$ cat src/rtl/ram_arbiter_if.sv
// Bundle between the two requesters, the arbiter and the shared data RAM.
// The master modport is the environment side; the slave modport is the arbiter.
interface ram_arbiter_if #(
    parameter int DW = 8,
    parameter int AW = 8
);
    // Handshake: a requester raises reqN and holds reqN/weN/addrN/wdataN stable
    // until ackN pulses for exactly one cycle; errN/rdataN are meaningful only
    // with ackN, and a req still high in the cycle after ack is a new request.
    logic          req0, req1;
    logic          we0, we1;
    logic [AW-1:0] addr0, addr1;
    logic [DW-1:0] wdata0, wdata1;
    logic          ack0, ack1;
    logic          err0, err1;
    logic [DW-1:0] rdata0, rdata1;
    logic [1:0]    ram_en;
    logic [AW-1:0] ram_addr_rd, ram_addr_wr;
    logic [DW-1:0] ram_dwrite;
    logic [DW-1:0] ram_dout;
    logic          ram_busy;

    modport master (
        output req0, req1, we0, we1, addr0, addr1, wdata0, wdata1,
        input  ack0, ack1, err0, err1, rdata0, rdata1,
        input  ram_en, ram_addr_rd, ram_addr_wr, ram_dwrite,
        output ram_dout, ram_busy
    );

    modport slave (
        input  req0, req1, we0, we1, addr0, addr1, wdata0, wdata1,
        output ack0, ack1, err0, err1, rdata0, rdata1,
        output ram_en, ram_addr_rd, ram_addr_wr, ram_dwrite,
        input  ram_dout, ram_busy
    );
endinterface

$ cat src/rtl/ram_arbiter.sv
// Two-port arbiter in front of the single data RAM: IDLE -> ISSUE -> WAIT -> RESP.
// Define RAM_ARB_ROUND_ROBIN_EN for round-robin ties; otherwise port 0 has fixed priority.
module ram_arbiter #(
    parameter int DW          = 8,
    parameter int AW          = 8,
    parameter int TIMEOUT_CYC = 15
) (
    input  logic               clk,
    input  logic               rstn,
    ram_arbiter_if.slave       io_bus,
    output logic [1:0]         o_dbg_state
);
    localparam int CW = $clog2(TIMEOUT_CYC + 1);
    localparam logic [CW-1:0] CNT_LAST = CW'(TIMEOUT_CYC - 1);

    typedef enum logic [1:0] {
        S_IDLE  = 2'd0,
        S_ISSUE = 2'd1,
        S_WAIT  = 2'd2,
        S_RESP  = 2'd3
    } state_t;

    state_t        r_state;
    logic [CW-1:0] r_cnt;
    logic          r_gnt;
    logic          r_we;
    logic [AW-1:0] r_addr;
    logic [DW-1:0] r_wdata;
    logic [1:0]    r_ram_en;
    logic          r_ack0, r_ack1;
    logic          r_err0, r_err1;
    logic [DW-1:0] r_rdata0, r_rdata1;
`ifdef RAM_ARB_ROUND_ROBIN_EN
    logic          r_last;
`endif

    logic          w_any;
    logic          w_winner;
    logic          w_cpl;
    logic          w_cpl_err;
    logic [DW-1:0] w_cpl_data;

    always_comb begin
        w_any = io_bus.req0 | io_bus.req1;
`ifdef RAM_ARB_ROUND_ROBIN_EN
        // On a tie the port that did not win last time goes next.
        w_winner = (io_bus.req0 && io_bus.req1) ? ~r_last : ~io_bus.req0;
`else
        w_winner = ~io_bus.req0;
`endif
        w_cpl      = !io_bus.ram_busy || (r_cnt == CNT_LAST);
        w_cpl_err  = io_bus.ram_busy;
        w_cpl_data = (io_bus.ram_busy || r_we) ? '0 : io_bus.ram_dout;
    end

    always_ff @(posedge clk or negedge rstn) begin
        if (!rstn) begin
            r_state  <= S_IDLE;
            r_cnt    <= '0;
            r_gnt    <= 1'b0;
            r_we     <= 1'b0;
            r_addr   <= '0;
            r_wdata  <= '0;
            r_ram_en <= 2'b00;
            r_ack0   <= 1'b0;
            r_ack1   <= 1'b0;
            r_err0   <= 1'b0;
            r_err1   <= 1'b0;
            r_rdata0 <= '0;
            r_rdata1 <= '0;
`ifdef RAM_ARB_ROUND_ROBIN_EN
            r_last   <= 1'b1;
`endif
        end else begin
            case (r_state)
                S_IDLE: begin
                    if (w_any) begin
                        r_gnt    <= w_winner;
                        r_we     <= w_winner ? io_bus.we1 : io_bus.we0;
                        r_addr   <= w_winner ? io_bus.addr1 : io_bus.addr0;
                        r_wdata  <= w_winner ? io_bus.wdata1 : io_bus.wdata0;
                        r_ram_en <= w_winner ? {io_bus.we1, ~io_bus.we1}
                                             : {io_bus.we0, ~io_bus.we0};
`ifdef RAM_ARB_ROUND_ROBIN_EN
                        r_last   <= w_winner;
`endif
                        r_state  <= S_ISSUE;
                    end
                end
                S_ISSUE: begin
                    r_ram_en <= 2'b00;
                    r_cnt    <= '0;
                    r_state  <= S_WAIT;
                end
                S_WAIT: begin
                    if (w_cpl) begin
                        if (r_gnt) begin
                            r_ack1   <= 1'b1;
                            r_err1   <= w_cpl_err;
                            r_rdata1 <= w_cpl_data;
                        end else begin
                            r_ack0   <= 1'b1;
                            r_err0   <= w_cpl_err;
                            r_rdata0 <= w_cpl_data;
                        end
                        r_state <= S_RESP;
                    end else if (r_cnt != {CW{1'b1}}) begin
                        r_cnt <= r_cnt + CW'(1);
                    end
                end
                S_RESP: begin
                    r_ack0  <= 1'b0;
                    r_ack1  <= 1'b0;
                    r_err0  <= 1'b0;
                    r_err1  <= 1'b0;
                    r_state <= S_IDLE;
                end
                default: r_state <= S_IDLE;
            endcase
        end
    end

    assign io_bus.ack0        = r_ack0;
    assign io_bus.ack1        = r_ack1;
    assign io_bus.err0        = r_err0;
    assign io_bus.err1        = r_err1;
    assign io_bus.rdata0      = r_rdata0;
    assign io_bus.rdata1      = r_rdata1;
    assign io_bus.ram_en      = r_ram_en;
    assign io_bus.ram_addr_rd = r_addr;
    assign io_bus.ram_addr_wr = r_addr;
    assign io_bus.ram_dwrite  = r_wdata;
    assign o_dbg_state        = r_state;
endmodule

$ cat src/flat_wrapper.sv
// flat-port wrapper written by rule: the top's interface ports become plain ports
module ram_arbiter_flat 
#(
    parameter int DW          = 8,
    parameter int AW          = 8,
    parameter int TIMEOUT_CYC = 15
)
  (clk, rstn, o_dbg_state, io_bus_req0, io_bus_req1, io_bus_we0, io_bus_we1, io_bus_addr0, io_bus_addr1, io_bus_wdata0, io_bus_wdata1, io_bus_ack0, io_bus_ack1, io_bus_err0, io_bus_err1, io_bus_rdata0, io_bus_rdata1, io_bus_ram_en, io_bus_ram_addr_rd, io_bus_ram_addr_wr, io_bus_ram_dwrite, io_bus_ram_dout, io_bus_ram_busy);
  ram_arbiter_if #(.DW(DW), .AW(AW)) io_bus_i ();
  input  logic clk;
  input  logic rstn;
  output logic [1:0] o_dbg_state;
  input wire logic [$bits(io_bus_i.req0)-1:0] io_bus_req0;
  input wire logic [$bits(io_bus_i.req1)-1:0] io_bus_req1;
  input wire logic [$bits(io_bus_i.we0)-1:0] io_bus_we0;
  input wire logic [$bits(io_bus_i.we1)-1:0] io_bus_we1;
  input wire logic [$bits(io_bus_i.addr0)-1:0] io_bus_addr0;
  input wire logic [$bits(io_bus_i.addr1)-1:0] io_bus_addr1;
  input wire logic [$bits(io_bus_i.wdata0)-1:0] io_bus_wdata0;
  input wire logic [$bits(io_bus_i.wdata1)-1:0] io_bus_wdata1;
  output wire logic [$bits(io_bus_i.ack0)-1:0] io_bus_ack0;
  output wire logic [$bits(io_bus_i.ack1)-1:0] io_bus_ack1;
  output wire logic [$bits(io_bus_i.err0)-1:0] io_bus_err0;
  output wire logic [$bits(io_bus_i.err1)-1:0] io_bus_err1;
  output wire logic [$bits(io_bus_i.rdata0)-1:0] io_bus_rdata0;
  output wire logic [$bits(io_bus_i.rdata1)-1:0] io_bus_rdata1;
  output wire logic [$bits(io_bus_i.ram_en)-1:0] io_bus_ram_en;
  output wire logic [$bits(io_bus_i.ram_addr_rd)-1:0] io_bus_ram_addr_rd;
  output wire logic [$bits(io_bus_i.ram_addr_wr)-1:0] io_bus_ram_addr_wr;
  output wire logic [$bits(io_bus_i.ram_dwrite)-1:0] io_bus_ram_dwrite;
  input wire logic [$bits(io_bus_i.ram_dout)-1:0] io_bus_ram_dout;
  input wire logic [$bits(io_bus_i.ram_busy)-1:0] io_bus_ram_busy;
  assign io_bus_i.req0 = io_bus_req0;
  assign io_bus_i.req1 = io_bus_req1;
  assign io_bus_i.we0 = io_bus_we0;
  assign io_bus_i.we1 = io_bus_we1;
  assign io_bus_i.addr0 = io_bus_addr0;
  assign io_bus_i.addr1 = io_bus_addr1;
  assign io_bus_i.wdata0 = io_bus_wdata0;
  assign io_bus_i.wdata1 = io_bus_wdata1;
  assign io_bus_ack0 = io_bus_i.ack0;
  assign io_bus_ack1 = io_bus_i.ack1;
  assign io_bus_err0 = io_bus_i.err0;
  assign io_bus_err1 = io_bus_i.err1;
  assign io_bus_rdata0 = io_bus_i.rdata0;
  assign io_bus_rdata1 = io_bus_i.rdata1;
  assign io_bus_ram_en = io_bus_i.ram_en;
  assign io_bus_ram_addr_rd = io_bus_i.ram_addr_rd;
  assign io_bus_ram_addr_wr = io_bus_i.ram_addr_wr;
  assign io_bus_ram_dwrite = io_bus_i.ram_dwrite;
  assign io_bus_i.ram_dout = io_bus_ram_dout;
  assign io_bus_i.ram_busy = io_bus_ram_busy;
  ram_arbiter #(.DW(DW), .AW(AW), .TIMEOUT_CYC(TIMEOUT_CYC)) u_core (.clk(clk), .rstn(rstn), .io_bus(io_bus_i), .o_dbg_state(o_dbg_state));
endmodule
$ cat config.mk
export PLATFORM = sky130hd
export DESIGN_NAME = ram_arbiter_flat
export DESIGN_NICKNAME = d
export VERILOG_FILES = /design/src/rtl/ram_arbiter_if.sv /design/src/rtl/ram_arbiter.sv /design/src/flat_wrapper.sv
export SDC_FILE = /design/constraint.sdc
export NUM_CORES = 1
export LEC_CHECK = 0
export ABC_CLOCK_PERIOD_IN_PS = 2100
export CAP_MARGIN = 15
export CORE_UTILIZATION = 29
export CTS_BUF_LIST = sky130_fd_sc_hd__clkbuf_4
export CTS_CLUSTER_SIZE = 10
export DETAILED_ROUTE_END_ITERATION = 8
export PLACE_DENSITY = 0.55
export SYNTH_ARGS = -nofsm -noshare
export SYNTH_HDL_FRONTEND = slang
export SYNTH_SLANG_ARGS = --single-unit
$ cat constraint.sdc
create_clock -name clk -period 2.1 [get_ports clk]
set_input_delay 0.21 -clock clk [delete_from_list [all_inputs] [get_ports clk]]
set_output_delay 0.21 -clock clk [all_outputs]
set_load 0.005 [all_outputs]
==> run summary <==
Combinational group share of total power = 0.488
Startpoint of the worst-slack reg-to-reg timing path = u_core.o_dbg_state[0]$_DFFE_PN0P_
Total of endpoints with negative setup slack in the final report = 0
Number of filler instances in the final layout = 720
Outcome = complete, no violations
Yosys top cell by area = sky130_fd_sc_hd__dfrtp_1
Most used flip-flop cell after synthesis = sky130_fd_sc_hd__dfrtp_1
Unrepaired setup endpoints after global routing = false
First-pass GRT wire length = 8.77 mm
Initial standard-cell utilization of the core = 0.305
Hold Crit Class = in -> async
Clock buffer depth = 2
Seq pwr share = 0.402
Standard cell core area = 0.00741 mm^2
Number of max-slew violations in the final report = 0
Number of inserted diodes = 0
Total negative slack for setup checks = 0 ns
Weighted congestion reported at the end of routability-driven placement = 0.763
Synth cell types = 32
Pin count of the biggest net entering global routing = 35
Synthesized netlist net count = 290
Combined global-route utilization of all metal layers = 0.134
Die ar. = 0.00814 mm^2
Final nets = 379
DRC violations left = 0
Post-layout instance area = 0.00332 mm^2
Fraction of final layout cells sized beyond drive strength 1 = 0.0673
Post-synthesis to final-layout area growth = 46.9%
Vias in the first global route = 1805
Largest cells by area after synthesis = sky130_fd_sc_hd__dfrtp_1, sky130_fd_sc_hd__o21ai_0, sky130_fd_sc_hd__mux2i_1
Endpoint type of the worst setup path = register
Synth warnings = 0
Post-cts resize count = 0
Worst Setup Start Kind = register
Commonest cells post-synth = sky130_fd_sc_hd__dfrtp_1, sky130_fd_sc_hd__nand2_1, sky130_fd_sc_hd__o21ai_0
Sequential cell area fraction in the yosys report = 0.510
Mean number of vias per cell = 4.49
Most used standard cell by instance count after synthesis = sky130_fd_sc_hd__dfrtp_1
Reg2reg setup slack = 0.22 ns
Total of hold buffers inserted after clock tree synthesis = 1
Ratio of total power to cell area = 1140 mW/mm^2
Count of flip-flops with a built-in enable after synthesis = 0
CTS tree = built
Synthesized cell area = 0.00226 mm^2
Number of levels in the clock H-tree = 2
1st-pass router iterations = 4
Data required time at the worst endpoint = 2.38 ns
Cell row count = 31
Maximum fanout count along the critical path = 17
Power share of the clock group = 0.110
Clock sink count = 46
Number of input and output port buffers inserted = 94
Proportion of netlist area held by the largest area contributor = 0.510
Flip-flop and latch count after synthesis = 46
Fraction of the core area covered by cells at the end of the flow = 0.448
Remaining antenna violation count = 0
Initial antenna violation count = 0
Die Y-Extent = 90.2 um
Max_slew headroom = 0.642
Highest achievable clock rate = 0.531 GHz
Fin. Hold Viols = 0
Class of the most critical setup path = reg -> reg
CTS root buf = sky130_fd_sc_hd__clkbuf_4
DP Wirelength = 3.84 mm
Count of routing violations after the opening detailed-route iteration = 64
Final critical-path share of the clock period = 0.897
Switching share of power = 0.346
Inserted Clock Buffers = 5
Slew of the pin with the lowest slew margin = 0.537 ns
Synthesized area per cell = 9.53 um^2
Io pins = 95
Clock input transition at the sequential cells of the worst setup and hold paths = 0.13 ns
Setup Fix Bufs, Post-CTS = 0
Number of maximum-capacitance constraint violations = 0
P_int = 2.46 mW
Data arrival time of the critical path = 2.16 ns
Aggregate global routing overflow = 0
Placement-stage cell area = 0.00325 mm^2
Cells on worst reg2reg path = 6
Vias after detailed routing = 1914
Total power = 3.77 mW
Leakage dissipation = 1.43 nW
Shortest period the worst path allows = 1.88 ns
Share of flip-flops with an asynchronous set or reset after synthesis = 1.00
R2r endpoint = u_core.io_bus.ack0$_DFFE_PN0P_
Insertion delay of the later-clocked pin in the worst-skew pair = 0.35 ns
Number of instances in the synthesized netlist = 237
DR WL/cell = 12.1 um
Drt total wl = 5.16 mm
Die W = 90.2 um
Switching pwr = 1.30 mW
Max VDD drop = 0.000394 V
Setup clock skew after layout = 0.0110 ns
power by group through the flow:
stage                     Sequential, mW  Clock (mW)  Combinational [mW]
after floorplan                     1.52           0               0.853
after global placement              1.54           0                1.84
after detailed placement            1.54           0                1.86
after CTS                           1.52       0.446                1.87
after global routing                1.58       0.473                2.06
final                               1.51       0.413                1.84
metrics by stage:
stage / cells / worst slack [ns] / hold WS [ns]
finish: 426 / 0.216 / 0.361
global route: 426 / 0.0568 / 0.392
CTS: 426 / 0.218 / 0.351
detailed placement: 417 / 0.255 / 0.222
global placement: 417 / 0.253 / 0.221
floorplan: 237 / 0.495 / -0.0856
worst max-delay path: stages (launching register included):
cell and delay, ns:
sky130_fd_sc_hd__dfrtp_1 0.45, sky130_fd_sc_hd__inv_1 0.10, sky130_fd_sc_hd__ha_1 0.39, sky130_fd_sc_hd__inv_1 0.22, sky130_fd_sc_hd__a211o_4 0.40, sky130_fd_sc_hd__a21o_1 0.20
sky130_fd_sc_hd__o21ai_0 0.06
per-layer routing:
metal  vias up  GRT usage  part of all wire
li1        976          -                 -
met1       874      0.175              0.47
met2        59      0.212              0.45
met3         5     0.0431             0.066
met4         0     0.0363             0.011
met5         -          0                 0
cells by family (layout without fill, tap and decap cells):
| kind of cell | after synthesis | count (layout) | share of synthesized area |
|---|---|---|---|
| AOI/OAI and AO/OA | 62 | 62 | 0.160 |
| adders and majority gates | 6 | 6 | 0.0332 |
| buffers and inverters | 34 | 124 | 0.0809 |
| DFF | 46 | 46 | 0.510 |
| muxes | 17 | 17 | 0.0759 |
| and+or+nand+nor | 72 | 72 | 0.141 |
cell usage in the layout, fill, tap and decap left out, drive strengths merged, types with 2 or more instances in the layout:
master / instances
inv: 15
a31oi: 2
a21o: 2
a22oi: 2
nand3: 11
ha: 6
nor2: 12
mux2i: 16
a21oi: 6
nand2: 42
clkbuf: 6
dfrtp: 46
clkdlybuf4s50: 93
nand4: 2
buf: 7
clkinv: 2
o21ai: 45
worst max-delay path by stage:
stage | startpoint | end | slack (ns) | cells past startpoint
6_report | u_core.o_dbg_state[0]$_DFFE_PN0P_ | u_core.io_bus.ack0$_DFFE_PN0P_ | 0.22 | 6
5_1_grt | u_core.o_dbg_state[0]$_DFFE_PN0P_ | u_core.io_bus.ack0$_DFFE_PN0P_ | 0.06 | 6
4_1_cts | u_core.o_dbg_state[0]$_DFFE_PN0P_ | u_core.io_bus.ack0$_DFFE_PN0P_ | 0.22 | 6
3_5_place_dp | u_core.o_dbg_state[0]$_DFFE_PN0P_ | u_core.io_bus.ack0$_DFFE_PN0P_ | 0.25 | 6
3_3_place_gp | u_core.o_dbg_state[0]$_DFFE_PN0P_ | u_core.io_bus.ack0$_DFFE_PN0P_ | 0.25 | 6
2_1_floorplan | u_core.o_dbg_state[0]$_DFFE_PN0P_ | u_core.r_cnt[1]$_DFFE_PN0P_ | 0.50 | 7
registers in the layout, indices dropped and copies added (netlist names):
signal                     count
u_core.io_bus.ram_en           2
u_core.r_we                    1
u_core.io_bus.rdata0           8
u_core.r_gnt                   1
u_core.io_bus.ram_addr_rd      8
u_core.r_cnt                   4
u_core.io_bus.err1             1
u_core.io_bus.ack0             1
u_core.io_bus.ram_dwrite       8
u_core.io_bus.err0             1
u_core.o_dbg_state             2
u_core.io_bus.rdata1           8
u_core.io_bus.ack1             1
cell type report:
cell class	count	area, um^2	area share
multi-input combinational	157	928	0.280
sequential	46	1150	0.347
clock inverter	2	8.76	0.00264
inverter	15	56.3	0.0170
clock buffer	6	45.0	0.0136
tap	99	124	0.0373
timing repair buffer	101	1000	0.303
Power figures use the tool's default switching activity.
